$ cat src/rtl/gpio_m2f_led_ctrl_pkg.sv
// rtl/gpio_m2f_led_ctrl_pkg.sv - shared constants, FSM state type and command decode (optional GPIO_LED_BLINK_EN)
package gpio_led_pkg;

  localparam int NIBBLE_W = 4;
  localparam int DUTY_W   = 4;
  localparam int N_LED    = 4;

  localparam logic [DUTY_W-1:0] PWM_WRAP = 4'd14;
  localparam logic [DUTY_W-1:0] DUTY_MAX = 4'd15;

  localparam logic [NIBBLE_W-1:0] CMD_DUTY0  = 4'h0;
  localparam logic [NIBBLE_W-1:0] CMD_DUTY3  = 4'h3;
  localparam logic [NIBBLE_W-1:0] CMD_BLINK0 = 4'h4;
  localparam logic [NIBBLE_W-1:0] CMD_BLINK3 = 4'h7;
  localparam logic [NIBBLE_W-1:0] CMD_CLEAR  = 4'hF;

  typedef enum logic [1:0] {
    ST_IDLE,
    ST_WAIT_DATA,
    ST_APPLY
  } state_t;

  // True for command codes that change registers; everything else raises CMD_ERR.
  function automatic logic cmd_known(input logic [NIBBLE_W-1:0] cmd);
    logic ok;
    ok = (cmd <= CMD_DUTY3) || (cmd == CMD_CLEAR);
`ifdef GPIO_LED_BLINK_EN
    ok = ok || ((cmd >= CMD_BLINK0) && (cmd <= CMD_BLINK3));
`endif
    return ok;
  endfunction

endpackage

$ cat src/rtl/gpio_m2f_led_ctrl_if.sv
// rtl/gpio_m2f_led_ctrl_if.sv - MSS GPIO command pins and LED/status outputs
interface gpio_m2f_led_ctrl_if;
  logic       GPIO_0_M2F;
  logic       GPIO_1_M2F;
  logic       GPIO_2_M2F;
  logic       GPIO_3_M2F;
  logic       GPIO_4_M2F;
  logic [3:0] LED_OUT;
  logic       BUSY;
  logic       CMD_ERR;

  modport master (
    output GPIO_0_M2F, GPIO_1_M2F, GPIO_2_M2F, GPIO_3_M2F, GPIO_4_M2F,
    input  LED_OUT, BUSY, CMD_ERR
  );

  modport slave (
    input  GPIO_0_M2F, GPIO_1_M2F, GPIO_2_M2F, GPIO_3_M2F, GPIO_4_M2F,
    output LED_OUT, BUSY, CMD_ERR
  );
endinterface

$ cat src/rtl/gpio_m2f_led_ctrl_sync.sv
// rtl/gpio_m2f_led_ctrl_sync.sv - single-bit multi-flop synchronizer
module gpio_sync #(
  parameter int DEPTH = 2
) (
  input  logic clk,
  input  logic resetn,
  input  logic d,
  output logic q
);

  logic [DEPTH-1:0] stages;

  // Shift the asynchronous input through DEPTH flops; stages clear on reset.
  always_ff @(posedge clk) begin
    if (!resetn) stages <= '0;
    else         stages <= {stages[DEPTH-2:0], d};
  end

  assign q = stages[DEPTH-1];

endmodule

$ cat src/rtl/gpio_m2f_led_ctrl.sv
// rtl/gpio_m2f_led_ctrl.sv - GPIO nibble command decoder driving 4 PWM LEDs (optional GPIO_LED_BLINK_EN)
module gpio_m2f_led_ctrl
  import gpio_led_pkg::*;
#(
  parameter int SYNC_STAGES  = 2,
  parameter int PWM_PRESCALE = 64,
  parameter int TIMEOUT_CYC  = 1024,
  parameter int BLINK_DIV    = 25000000
) (
  input logic                 FAB_CCC_GL0,
  input logic                 FAB_RESET_N,
  gpio_m2f_led_ctrl_if.slave  gpio
);

  if (SYNC_STAGES < 2 || SYNC_STAGES > 4) begin : g_bad_sync
    $error("SYNC_STAGES must be 2..4");
  end
  if (BLINK_DIV < 1) begin : g_bad_blink
    $error("BLINK_DIV must be at least 1");
  end

  logic                strb_s;
  logic [NIBBLE_W-1:0] nib_s;
  logic [NIBBLE_W-1:0] nib_raw;

  assign nib_raw = {gpio.GPIO_4_M2F, gpio.GPIO_3_M2F, gpio.GPIO_2_M2F, gpio.GPIO_1_M2F};

  gpio_sync #(.DEPTH(SYNC_STAGES)) u_sync_strb (
    .clk(FAB_CCC_GL0), .resetn(FAB_RESET_N), .d(gpio.GPIO_0_M2F), .q(strb_s)
  );

  for (genvar i = 0; i < NIBBLE_W; i++) begin : g_sync_nib
    gpio_sync #(.DEPTH(SYNC_STAGES)) u_sync (
      .clk(FAB_CCC_GL0), .resetn(FAB_RESET_N), .d(nib_raw[i]), .q(nib_s[i])
    );
  end

  // Edge detect is masked until the synchronizer has flushed after reset, so a
  // strobe held high through reset never looks like a fresh rise.
  logic       strb_d;
  logic [2:0] flush_cnt;
  logic       armed;
  logic       strb_edge;

  assign armed     = (flush_cnt == 3'(SYNC_STAGES + 1));
  assign strb_edge = strb_s & ~strb_d & armed;

  // Delayed strobe for edge detection and post-reset flush counter.
  always_ff @(posedge FAB_CCC_GL0) begin
    if (!FAB_RESET_N) begin
      strb_d    <= 1'b0;
      flush_cnt <= '0;
    end else begin
      strb_d <= strb_s;
      if (!armed) flush_cnt <= flush_cnt + 3'd1;
    end
  end

  state_t              state;
  logic [NIBBLE_W-1:0] cmd_q;
  logic [NIBBLE_W-1:0] data_q;
  logic [31:0]         to_cnt;
  logic                busy_q;
  logic                cmd_err_q;

  // Command FSM: command nibble, data nibble with timeout, one APPLY cycle.
  // CMD_ERR for an unknown code is raised on entry so it is high during APPLY.
  always_ff @(posedge FAB_CCC_GL0) begin
    if (!FAB_RESET_N) begin
      state     <= ST_IDLE;
      cmd_q     <= '0;
      data_q    <= '0;
      to_cnt    <= '0;
      busy_q    <= 1'b0;
      cmd_err_q <= 1'b0;
    end else begin
      cmd_err_q <= 1'b0;
      case (state)
        ST_IDLE: begin
          if (strb_edge) begin
            cmd_q  <= nib_s;
            to_cnt <= '0;
            state  <= ST_WAIT_DATA;
            busy_q <= 1'b1;
          end
        end
        ST_WAIT_DATA: begin
          if (strb_edge) begin
            data_q    <= nib_s;
            state     <= ST_APPLY;
            cmd_err_q <= ~cmd_known(cmd_q);
          end else if (to_cnt == 32'(TIMEOUT_CYC - 1)) begin
            to_cnt    <= '0;
            state     <= ST_IDLE;
            busy_q    <= 1'b0;
            cmd_err_q <= 1'b1;
          end else begin
            to_cnt <= to_cnt + 32'd1;
          end
        end
        ST_APPLY: begin
          state  <= ST_IDLE;
          busy_q <= 1'b0;
        end
        default: begin
          state  <= ST_IDLE;
          busy_q <= 1'b0;
        end
      endcase
    end
  end

  logic [DUTY_W-1:0] duty [N_LED];
`ifdef GPIO_LED_BLINK_EN
  logic [N_LED-1:0]  blink;
`endif

  // Register writes land at the end of the APPLY cycle.
  always_ff @(posedge FAB_CCC_GL0) begin
    if (!FAB_RESET_N) begin
      for (int i = 0; i < N_LED; i++) duty[i] <= '0;
`ifdef GPIO_LED_BLINK_EN
      blink <= '0;
`endif
    end else if (state == ST_APPLY) begin
      if (cmd_q == CMD_CLEAR) begin
        for (int i = 0; i < N_LED; i++) duty[i] <= '0;
`ifdef GPIO_LED_BLINK_EN
        blink <= '0;
`endif
      end else if (cmd_q <= CMD_DUTY3) begin
        duty[cmd_q[1:0]] <= data_q;
`ifdef GPIO_LED_BLINK_EN
      end else if (cmd_q >= CMD_BLINK0 && cmd_q <= CMD_BLINK3) begin
        blink[cmd_q[1:0]] <= data_q[0];
`endif
      end
    end
  end

  logic [31:0]       pre_cnt;
  logic [DUTY_W-1:0] step;

  // Shared PWM step counter, 0..PWM_WRAP, advancing every PWM_PRESCALE cycles.
  always_ff @(posedge FAB_CCC_GL0) begin
    if (!FAB_RESET_N) begin
      pre_cnt <= '0;
      step    <= '0;
    end else if (pre_cnt == 32'(PWM_PRESCALE - 1)) begin
      pre_cnt <= '0;
      step    <= (step == PWM_WRAP) ? '0 : step + 4'd1;
    end else begin
      pre_cnt <= pre_cnt + 32'd1;
    end
  end

`ifdef GPIO_LED_BLINK_EN
  logic [31:0] blink_cnt;
  logic        phase;

  // Free-running blink phase, toggling every BLINK_DIV cycles.
  always_ff @(posedge FAB_CCC_GL0) begin
    if (!FAB_RESET_N) begin
      blink_cnt <= '0;
      phase     <= 1'b0;
    end else if (blink_cnt == 32'(BLINK_DIV - 1)) begin
      blink_cnt <= '0;
      phase     <= ~phase;
    end else begin
      blink_cnt <= blink_cnt + 32'd1;
    end
  end
`endif

  logic [N_LED-1:0] led_next;

  // Per-channel PWM compare, gated by the blink phase where enabled.
  always_comb begin
    led_next = '0;
    for (int i = 0; i < N_LED; i++) begin
      if (duty[i] == '0)           led_next[i] = 1'b0;
      else if (duty[i] == DUTY_MAX) led_next[i] = 1'b1;
      else                          led_next[i] = (step < duty[i]);
`ifdef GPIO_LED_BLINK_EN
      if (blink[i]) led_next[i] = led_next[i] & phase;
`endif
    end
  end

  logic [N_LED-1:0] led_q;

  // Registered LED drive.
  always_ff @(posedge FAB_CCC_GL0) begin
    if (!FAB_RESET_N) led_q <= '0;
    else              led_q <= led_next;
  end

  assign gpio.LED_OUT = led_q;
  assign gpio.BUSY    = busy_q;
  assign gpio.CMD_ERR = cmd_err_q;

endmodule

$ cat src/flat_wrapper.sv
// flat-port wrapper written by rule: the top's interface ports become plain ports
module gpio_m2f_led_ctrl_flat import gpio_led_pkg::*;
#(
  parameter int SYNC_STAGES  = 2,
  parameter int PWM_PRESCALE = 64,
  parameter int TIMEOUT_CYC  = 1024,
  parameter int BLINK_DIV    = 25000000
)
  (FAB_CCC_GL0, FAB_RESET_N, gpio_GPIO_0_M2F, gpio_GPIO_1_M2F, gpio_GPIO_2_M2F, gpio_GPIO_3_M2F, gpio_GPIO_4_M2F, gpio_LED_OUT, gpio_BUSY, gpio_CMD_ERR);
  gpio_m2f_led_ctrl_if gpio_i ();
  input logic FAB_CCC_GL0;
  input logic FAB_RESET_N;
  input wire logic [$bits(gpio_i.GPIO_0_M2F)-1:0] gpio_GPIO_0_M2F;
  input wire logic [$bits(gpio_i.GPIO_1_M2F)-1:0] gpio_GPIO_1_M2F;
  input wire logic [$bits(gpio_i.GPIO_2_M2F)-1:0] gpio_GPIO_2_M2F;
  input wire logic [$bits(gpio_i.GPIO_3_M2F)-1:0] gpio_GPIO_3_M2F;
  input wire logic [$bits(gpio_i.GPIO_4_M2F)-1:0] gpio_GPIO_4_M2F;
  output wire logic [$bits(gpio_i.LED_OUT)-1:0] gpio_LED_OUT;
  output wire logic [$bits(gpio_i.BUSY)-1:0] gpio_BUSY;
  output wire logic [$bits(gpio_i.CMD_ERR)-1:0] gpio_CMD_ERR;
  assign gpio_i.GPIO_0_M2F = gpio_GPIO_0_M2F;
  assign gpio_i.GPIO_1_M2F = gpio_GPIO_1_M2F;
  assign gpio_i.GPIO_2_M2F = gpio_GPIO_2_M2F;
  assign gpio_i.GPIO_3_M2F = gpio_GPIO_3_M2F;
  assign gpio_i.GPIO_4_M2F = gpio_GPIO_4_M2F;
  assign gpio_LED_OUT = gpio_i.LED_OUT;
  assign gpio_BUSY = gpio_i.BUSY;
  assign gpio_CMD_ERR = gpio_i.CMD_ERR;
  gpio_m2f_led_ctrl #(.SYNC_STAGES(SYNC_STAGES), .PWM_PRESCALE(PWM_PRESCALE), .TIMEOUT_CYC(TIMEOUT_CYC), .BLINK_DIV(BLINK_DIV)) u_core (.FAB_CCC_GL0(FAB_CCC_GL0), .FAB_RESET_N(FAB_RESET_N), .gpio(gpio_i));
endmodule
$ cat config.mk
export PLATFORM = sky130hd
export DESIGN_NAME = gpio_m2f_led_ctrl_flat
export DESIGN_NICKNAME = d
export VERILOG_FILES = /design/src/rtl/gpio_m2f_led_ctrl_pkg.sv /design/src/rtl/gpio_m2f_led_ctrl_if.sv /design/src/rtl/gpio_m2f_led_ctrl_sync.sv /design/src/rtl/gpio_m2f_led_ctrl.sv /design/src/flat_wrapper.sv
export SDC_FILE = /design/constraint.sdc
export NUM_CORES = 1
export LEC_CHECK = 0
export ABC_AREA = 1
export CAP_MARGIN = 20
export CORE_MARGIN = 2
export CORE_UTILIZATION = 30
export DETAILED_ROUTE_END_ITERATION = 6
export PLACE_DENSITY_LB_ADDON = 0.3
export SYNTH_ARGS = -nofsm -noshare
export SYNTH_HDL_FRONTEND = slang
export SYNTH_SLANG_ARGS = --single-unit
export TNS_END_PERCENT = 1
$ cat constraint.sdc
create_clock -name FAB_CCC_GL0 -period 2.14 [get_ports FAB_CCC_GL0]
set_clock_uncertainty 0.15 [all_clocks]
set_input_delay 0.535 -clock FAB_CCC_GL0 [delete_from_list [all_inputs] [get_ports FAB_CCC_GL0]]
set_output_delay 0.535 -clock FAB_CCC_GL0 [all_outputs]
set_load 0.02 [all_outputs]
# Word level (Yosys, flattened, before mapping)
# Memory sizes are Yosys's and may differ from the RTL's.
# Index checks and enable logic that the tools add are counted.
# Widths: inputs -> output; s select.
# totals
n_memories	1
latchBits	0
wordCells	108
ram_bits	16
reg_bits	98
out_inout_bits	6
mem_bits_ro	0
in_bits	7
# mem_list
memory	depth	width	rd	rd_clocked_by_memory_dff	wr	line	text
u_core.duty	4	4	4	0	4	gpio_m2f_led_ctrl.sv:113	logic [DUTY_W-1:0] duty [N_LED];
# op_classes
n_addsub	4
div_mod_pow	0
shift	0
reduce_logical	19
magnitude_cmp	5
mux	36
n_bitwise	9
n_mul	0
eq_ne	15
# ops
operator	count
$mux 32	3
$add 32x1->32 const B	2
$pmux 32 s2	1
$eq 32x10->1 const B	1
$eq 32x6->1 const B	1
$eq 4x4->1 const B	6
$mux 4	6
$mux 1	20
$logic_not 4->1	4
$lt 4x4->1	4
$reduce_or 2->1	5
$mux 2	4
$reduce_and 2->1	4
$reduce_and 3->1	2
$add 4x1->4 const B	1
$le 4x2->1 const B	1
$ne 2x1->1 const B	2
$or 1x1->1	4
$pmux 2 s2	1
$reduce_or 4->1	1
$add 3x1->3 const B	1
$eq 3x2->1 const B	1
$ne 3x1->1 const B	1
$not 1->1	3
other kinds (8)	9

# Logic depth before layout (Yosys ltp)
# Gate-level depths: netlist of run 1.
# logic_depth
word_depth	8
ltp_mapped	12
ltp_nobuf	11

# Cells and area by module
# From an unflattened synthesis of run 1, not the netlist that was laid out.
# hier_totals
cells_unflattened	880
hier_area_um2	6060.8
# modules_own_cells
mod	cells_per_inst	instances	seq_area_each_um2	area_per_inst_um2
gpio_m2f_led_ctrl	850	1	2242.2	5785.5
gpio_sync	6	5	40.0	55.1

# Worst setup path after synthesis of run 1
# OpenSTA, ideal clock, no wires.
# synth_timing
kind	reg-to-reg
start	register u_core.flush_cnt[0]
end	register u_core.to_cnt[14]
required_time_ns	1.874
stages_incl_launch_ff	11
arrival_ns	1.568
setup_slack_ns	0.306
n_path_buf	1
synth_period_minus_slack_ns	1.834
setup_time_ns	0.116
cell_sequence	dfxtp_1 -> ha_1 -> ha_1 -> nand2_1 -> nor2_2 -> nand2_2 -> buf_6 -> nand3_4 -> nor2_4 -> xor2_1 -> nor2_2
# synth_between
elab_chain_len	4
elab_cells_between_ends	5
classes_between	eq/ne: 3; bitwise: 1; reduce/logical: 1
# synth_lines
item	line	text
start: declaration	gpio_m2f_led_ctrl.sv:41	logic [2:0] flush_cnt;
start signal: assignment	gpio_m2f_led_ctrl.sv:55	if (!armed) flush_cnt <= flush_cnt + 3'd1;
$eq 3x2->1 *	gpio_m2f_led_ctrl.sv:45	assign armed = (flush_cnt == 3'(SYNC_STAGES + 1));
$and 1x1->1 *	gpio_m2f_led_ctrl.sv:46	assign strb_edge = strb_s & ~strb_d & armed;
$ne 2x2->1 (no source line) / $ne 2x1->1 (equally long branches)	n/a	
$reduce_and 3->1 (no source line) *	n/a	
end signal: assignment	gpio_m2f_led_ctrl.sv:98	to_cnt <= to_cnt + 32'd1;
end: declaration	gpio_m2f_led_ctrl.sv:62	logic [31:0] to_cnt;
# Every way passes the cells marked *; elsewhere a longest branch is shown, timed or not.
# A chain may end at the register's enable or synchronous reset.

# Final worst setup path of run 1
# layout_timing
start	register u_core.led_q[3] (netlist: u_core.gpio.LED_OUT[3])
end	output gpio_LED_OUT[3]
# layout_lines
item	line	text
start: declaration	gpio_m2f_led_ctrl.sv:190	logic [N_LED-1:0] led_q;
start signal: assignment	gpio_m2f_led_ctrl.sv:195	else led_q <= led_next;
end: declaration	flat_wrapper.sv:18	output wire logic [$bits(gpio_i.LED_OUT)-1:0] gpio_LED_OUT;
# No word-level cell between the ends.

==> out/metrics.csv, run 1 <==
metric;value;unit
outcome;finished clean;
cp_top_family;buffers and inverters;
htreeDepth;4;
antenna_found_initial;0;
drv_cap;0;
ys_types;36;
start_util;30.9;%
grt_use_total;13.6;%
period_needed;2100;ps
ant_nets;0;
drc;0;
path_class;reg2out;
grt_setup_unrepaired;no;
slowest_delay;620;ps
holdPathStages;2;
io_buffers;12;
pre_cts_slack;-99.9;ps
stdcell_count;1175;
ir_drop;0.000485;V
drt_iter0_drc;366;
r2r_slack;150;ps
cts-buffers-inserted;17;
worst_pin_slew;416;ps
cts_tree;done;
fmax;477;MHz
synthFlopType;dfxtp_1;
die_h;146;µm
synth_mux_area_share;0.166;%
synth-simple-area-share;35.4;%
insertion_delay;420;ps
hold_violations;0;
rows;51;
hold_start;u_core.u_sync_strb.stages[0];
yosys.area.top_type_share;32.5;%
dp_hpwl;10.2;mm
synth_xor_area_share;5.22;%
crit_arrival;1410;ps
timing.rr.end;u_core.to_cnt[21];
synth_area;6050;µm²
gp_congestion;0.883;
area_growth;18.3;%
setup_ws;41.4;ps
fill_cells;2084;
io_pins;13;
synth-seq-cells;114;
dr.pass1.iters;5;
vias_per_cell;4.51;
design_area;7150;µm²
path_clk_slew;60;ps
diodes;0;
critical_path.startpoint_type;flip-flop;
synthAdderAreaFrac;3.31;%
yosysTopAreaCell;dfxtp_1;
cts_sinks;114;
r2r_cells;12;
syn_nets;883;
ys_async_sr_fraction;0;%
final_util;36.5;%
drive_above_1_share;9.12;%
yosysSeqAreaShare;40.4;%
grt_pass1_vias;4958;
synth.most_common_cell;nand2_1;
final-setup-viol-count;0;
grt_max_degree;36;
hold_class;reg2reg;
synth-edff-count;16;
finalCritPeriodShare;98.1;%
placed_area;6520;µm²
overflow;0;
synth_cells;860;
grt_pass1_wl;23.4;mm
drt-total-wl;13.6;mm
cp_slowest_cell;clkdlybuf4s50_1;
cts_root_buf;clkbuf_16;
worst-path-buf-inv;1;
slew_viol_final;0;
hold_path_end;u_core.u_sync_strb.stages[1];
cts_buffer_depth;2;
slew_headroom;72.1;%
multi_input_area;3000;µm²
p_leak;2.90;nW
r2r_start;u_core.flush_cnt[0];
cp_max_fo;1;
synth_top_family_by_area;simple AND/OR/NAND/NOR gates;
synth_compound_area_share;5.13;%
coreArea;19600;µm²
yosys-top-cells-area;dfxtp_1 (32%), nand2_1 (12%), nor2_1 (8.7%), inv_1 (8.4%), edfxtp_1 (7.9%);
power_density;736;nW/µm²
dieArea;21300;µm²
nets;920;
syn_area_per_cell;7.03;µm²
cp-end-kind;output pin;
avgRoutedWirePerCell;11.6;µm
cp_data_required_time;1450;ps
num_vias;5303;
path_cells;clkdlybuf4s50_1;
dp.cells;1142;
ys_top_cells_by_count;nand2_1 (192), nor2_1 (140), inv_1 (136);
regArea;2440;µm²
yosysWarningCount;0;
die_x;146;µm
[worst max-delay path by stage]
| stage | startpoint | cells past startpoint | to |
|---|---|---|---|
| finish | u_core.gpio.LED_OUT[3] | 1 | gpio_LED_OUT[3] |
| floorplan | u_core.flush_cnt[0] | 10 | u_core.to_cnt[14] |
| global placement | FAB_RESET_N | 5 | u_core.duty[1][3] |
| CTS | u_core.flush_cnt[0] | 11 | u_core.to_cnt[15] |
| global route | u_core.gpio.LED_OUT[3] | 1 | gpio_LED_OUT[3] |
| detailed placement | FAB_RESET_N | 5 | u_core.pre_cnt[13] |
[state kept, by name (all words and copies together) (netlist names)]
signal                           cells
u_core.pre_cnt                      32
u_core.to_cnt                       32
u_core.duty                         16
u_core.g_sync_nib.u_sync.stages      8
u_core.cmd_q                         4
u_core.data_q                        4
u_core.gpio.LED_OUT                  4
u_core.step                          4
u_core.flush_cnt                     3
u_core.state                         2
u_core.u_sync_strb.stages            2
u_core.gpio.BUSY                     1
u_core.gpio.CMD_ERR                  1
u_core.strb_d                        1
[per-layer routing]
layer	routed length, µm	GRT usage [%]	vias up
li1	-	-	2786
met1	6730	17.4	2414
met2	6100	21.7	85
met3	503	3.70	18
met4	261	5.59	0
met5	0	0	-
[power breakdown]
group | internal [mW] | total [mW] | switching (mW)
Combinational | 0.0892 | 0.222 | 0.133
Sequential | 2.22 | 2.25 | 0.0307
Clock | 1.72 | 2.78 | 1.07
Total | 4.03 | 5.26 | 1.23
[cell families after synthesis]
family | after synthesis
multiplexers | 1
flip-flops | 114
XOR/XNOR | 36
buffers and inverters | 151
AO/OA/AOI/OAI | 59
adder cells (fa/ha/maj) | 16
AND/OR/NAND/NOR | 483
[layout make-up]
type / count / share of cell area, %
Timing Repair Buffer: 31 / 3.85
Clock buffer: 17 / 5.95
Sequential cell: 114 / 34.2
Tap cell: 265 / 4.64
Multi-Input combinational cell: 595 / 41.9
Inverter: 138 / 7.25
Clock inverter: 15 / 2.21
[metrics by stage]
stage	hold WS, ps	total power, mW	setup TNS [ps]
floorplan	240	2.45	0
global placement	265	2.51	-3550
detailed placement	268	2.51	-2930
CTS	284	5.33	-16.5
global route	292	5.47	0
finish	272	5.26	0
[cells in the final DEF (no fill, tap or decap), drive strengths merged, types with 5 or more instances in the layout]
| master | n |
|---|---|
| nor2 | 153 |
| nand2 | 201 |
| nor3 | 42 |
| a21oi | 33 |
| clkinv | 6 |
| ha | 16 |
| o21ai | 20 |
| inv | 141 |
| nand3 | 57 |
| xor2 | 31 |
| nand4 | 19 |
| clkbuf | 17 |
| clkdlybuf4s50 | 12 |
| nor4 | 5 |
| buf | 19 |
| xnor2 | 5 |
| dfxtp | 98 |
| edfxtp | 16 |
[timing repair]
action / CTS / global route
pin swaps: 0 / 1
endpoints found under the setup margin: 15 / 29
hold buffers: 0 / 0
setup buffers: 0 / 1
resized for setup: 1 / 5
Power figures use the tool's default switching activity.
==> inputs of run 2 (changes only) <==
--- a/config.mk
+++ b/config.mk
@@ -10,8 +10,8 @@
 export CORE_MARGIN = 2
 export CORE_UTILIZATION = 30
 export DETAILED_ROUTE_END_ITERATION = 6
-export PLACE_DENSITY_LB_ADDON = 0.3
+export PLACE_DENSITY = 0.53
 export SYNTH_ARGS = -nofsm -noshare
 export SYNTH_HDL_FRONTEND = slang
 export SYNTH_SLANG_ARGS = --single-unit
-export TNS_END_PERCENT = 1
+export TNS_END_PERCENT = 20
==> run 2 against run 1 <==
Compared with the run above:
- clock-buffer cell count grew 3
- critical endpoint is now gpio_BUSY
- fmax grew 1.1%
- routed wire length grew 4.1%
- sequential cell count is the same
- first-iteration DRC count shrank 33%
- combinational power grew 4%
- via count shrank 0.81%
- register-to-register slack is essentially flat
- largest power group unchanged
- power grew 7.5%
- critical path depth is the same
- clock power grew 14%
- sequential share of layout area shrank 0.49 points
==> out/metrics.csv, run 2 (synthesis results as in run 1) <==
metric;value;unit;change
outcome;finished clean;;
cts-buffers-inserted;17;;unchanged
gp_congestion;0.869;;-1.6%
io_pins;13;;unchanged
path_class;reg2out;;
cts_buffer_depth;2;;unchanged
r2r_cells;10;;-2
crit_arrival;1390;ps;-20 ps
dp.cells;1141;;-0.088%
num_vias;5260;;-0.81%
rows;51;;unchanged
postCtsHoldBufs;0;;unchanged
overflow;0;;unchanged
die_x;146;µm;unchanged
htreeDepth;4;;unchanged
worst_pin_slew;466;ps;+50.1 ps
final_common_cell;nand2_1;;
path_clk_slew;50;ps;about the same
critical_path.startpoint_type;flip-flop;;
cts_tree;done;;
cp-end-kind;output pin;;
dp_hpwl;10.4;mm;+1.3%
ant_nets;0;;unchanged
stdcell_count;1176;;+0.085%
dieArea;21300;µm²;unchanged
p_total;5.65;mW;+7.5%
avgRoutedWirePerCell;12.0;µm;+4.0%
slew_viol_final;0;;unchanged
dr.pass1.iters;5;;unchanged
area_growth;20.0;%;
drt_iter0_drc;247;;-33%
cts_sinks;114;;unchanged
reg_top3;u_core.pre_cnt x32, u_core.to_cnt x32, u_core.duty x16;;
start_util;30.9;%;unchanged
cts_root_buf;clkbuf_16;;
coreArea;19600;µm²;unchanged
slew_headroom;68.7;%;-3.4 points
cp_top_family;buffers and inverters;;
r2r_start;u_core.flush_cnt[0];;
io_buffers;12;;unchanged
slowest_delay;620;ps;about the same
cp_data_required_time;1450;ps;about the same
insertion_delay;410;ps;about the same
final_cell_mix;nand2_1 (190), nor2_1 (140), inv_1 (136);;
antenna_found_initial;0;;unchanged
finalCritPeriodShare;97.0;%;-1.1 points
drc;0;;unchanged
worst-path-buf-inv;1;;unchanged
fmax;482;MHz;+1.1%
hold_path_end;u_core.g_sync_nib[3].u_sync.stages[1];;
grt_pass1_wl;24.5;mm;+4.6%
setup_ws;64.4;ps;+23.0 ps
drive_above_1_share;9.22;%;+0.10 points
hold_class;reg2reg;;
final-setup-viol-count;0;;unchanged
timing.rr.end;u_core.to_cnt[14];;
drt-total-wl;14.2;mm;+4.1%
die_h;146;µm;unchanged
hold_start;u_core.g_sync_nib[3].u_sync.stages[0];;
cp_max_fo;2;;+1
hold_violations;0;;unchanged
nets;921;;+0.11%
grt_pass1_vias;5067;;+2.2%
ir_drop;0.000476;V;-1.9%
vias_per_cell;4.47;;-0.90%
p_leak;2.96;nW;+1.9%
grt_use_total;14.2;%;+0.58 points
pre_cts_slack;-117;ps;-17.4 ps
cp_slowest_cell;clkdlybuf4s50_1;;
drv_cap;0;;unchanged
power_density;780;nW/µm²;+6.0%
path_cells;clkdlybuf4s50_1;;
holdPathStages;2;;unchanged
grt_max_degree;36;;unchanged
diodes;0;;unchanged
period_needed;2080;ps;-23.0 ps
r2r_slack;150;ps;about the same
## run 2: cell types whose count changed in the layout (fill, tap and decap cells not counted), moves of 2 or more
cell | previous run | this run
clkinv_4 | 3 | 0
inv_6 | 3 | 0
clkbuf_1 | 0 | 2
bufinv_16 | 2 | 6
clkinvlp_4 | 4 | 1
## run 2: worst max path at each step
| stage | start | end | slack, ps | cells past startpoint |
|---|---|---|---|---|
| global placement | FAB_RESET_N | u_core.pre_cnt[26] | -100 | 6 |
| finish | u_core.gpio.BUSY | gpio_BUSY | 60 | 1 |
| global route | u_core.flush_cnt[0] | u_core.to_cnt[15] | -5 | 11 |
| CTS | u_core.flush_cnt[0] | u_core.to_cnt[26] | 20 | 11 |
| detailed placement | FAB_RESET_N | u_core.pre_cnt[22] | -120 | 6 |
| floorplan | u_core.flush_cnt[0] | u_core.to_cnt[14] | 310 | 10 |
## run 2: stage by stage
stage	setup TNS (ps)	hold slack, ps	cell area (µm²)	util, %
after CTS	0	258	7190	36.7
after detailed placement	-2250	246	6530	33.3
after global placement	-1650	246	6530	33.3
final	0	257	7250	37.0
after floorplan	0	240	6050	-
after global routing	-5.14	291	7250	37.0
## run 2: area by class of cell
class	instances	area [µm²]
clock inverter	12	211
clock buffer	20	447
tap	265	332
fill	2062	12300
multi-input combinational	595	3010
sequential	114	2440
inverter	138	520
timing repair buffer	32	287
## run 2: repair_timing
action / CTS / global route
gates resized for setup: 1 / 9
setup endpoints to repair: 11 / 37
pin swaps: 0 / 2
buffers inserted: 0 / 3
## run 2: layer usage
| metal | wire length, µm | global-route usage (%) |
|---|---|---|
| met5 | 0 | 0 |
| met4 | 254 | 5.49 |
| met3 | 676 | 3.61 |
| met2 | 6440 | 23.0 |
| met1 | 6790 | 18.1 |
## run 2: power by group
part,internal [mW],leakage (nW),switching (mW)
sequential,2.22,0.959,0.0284
combinational,0.0921,1.68,0.137
clock,2.20,0.321,0.974
total,4.51,2.96,1.14
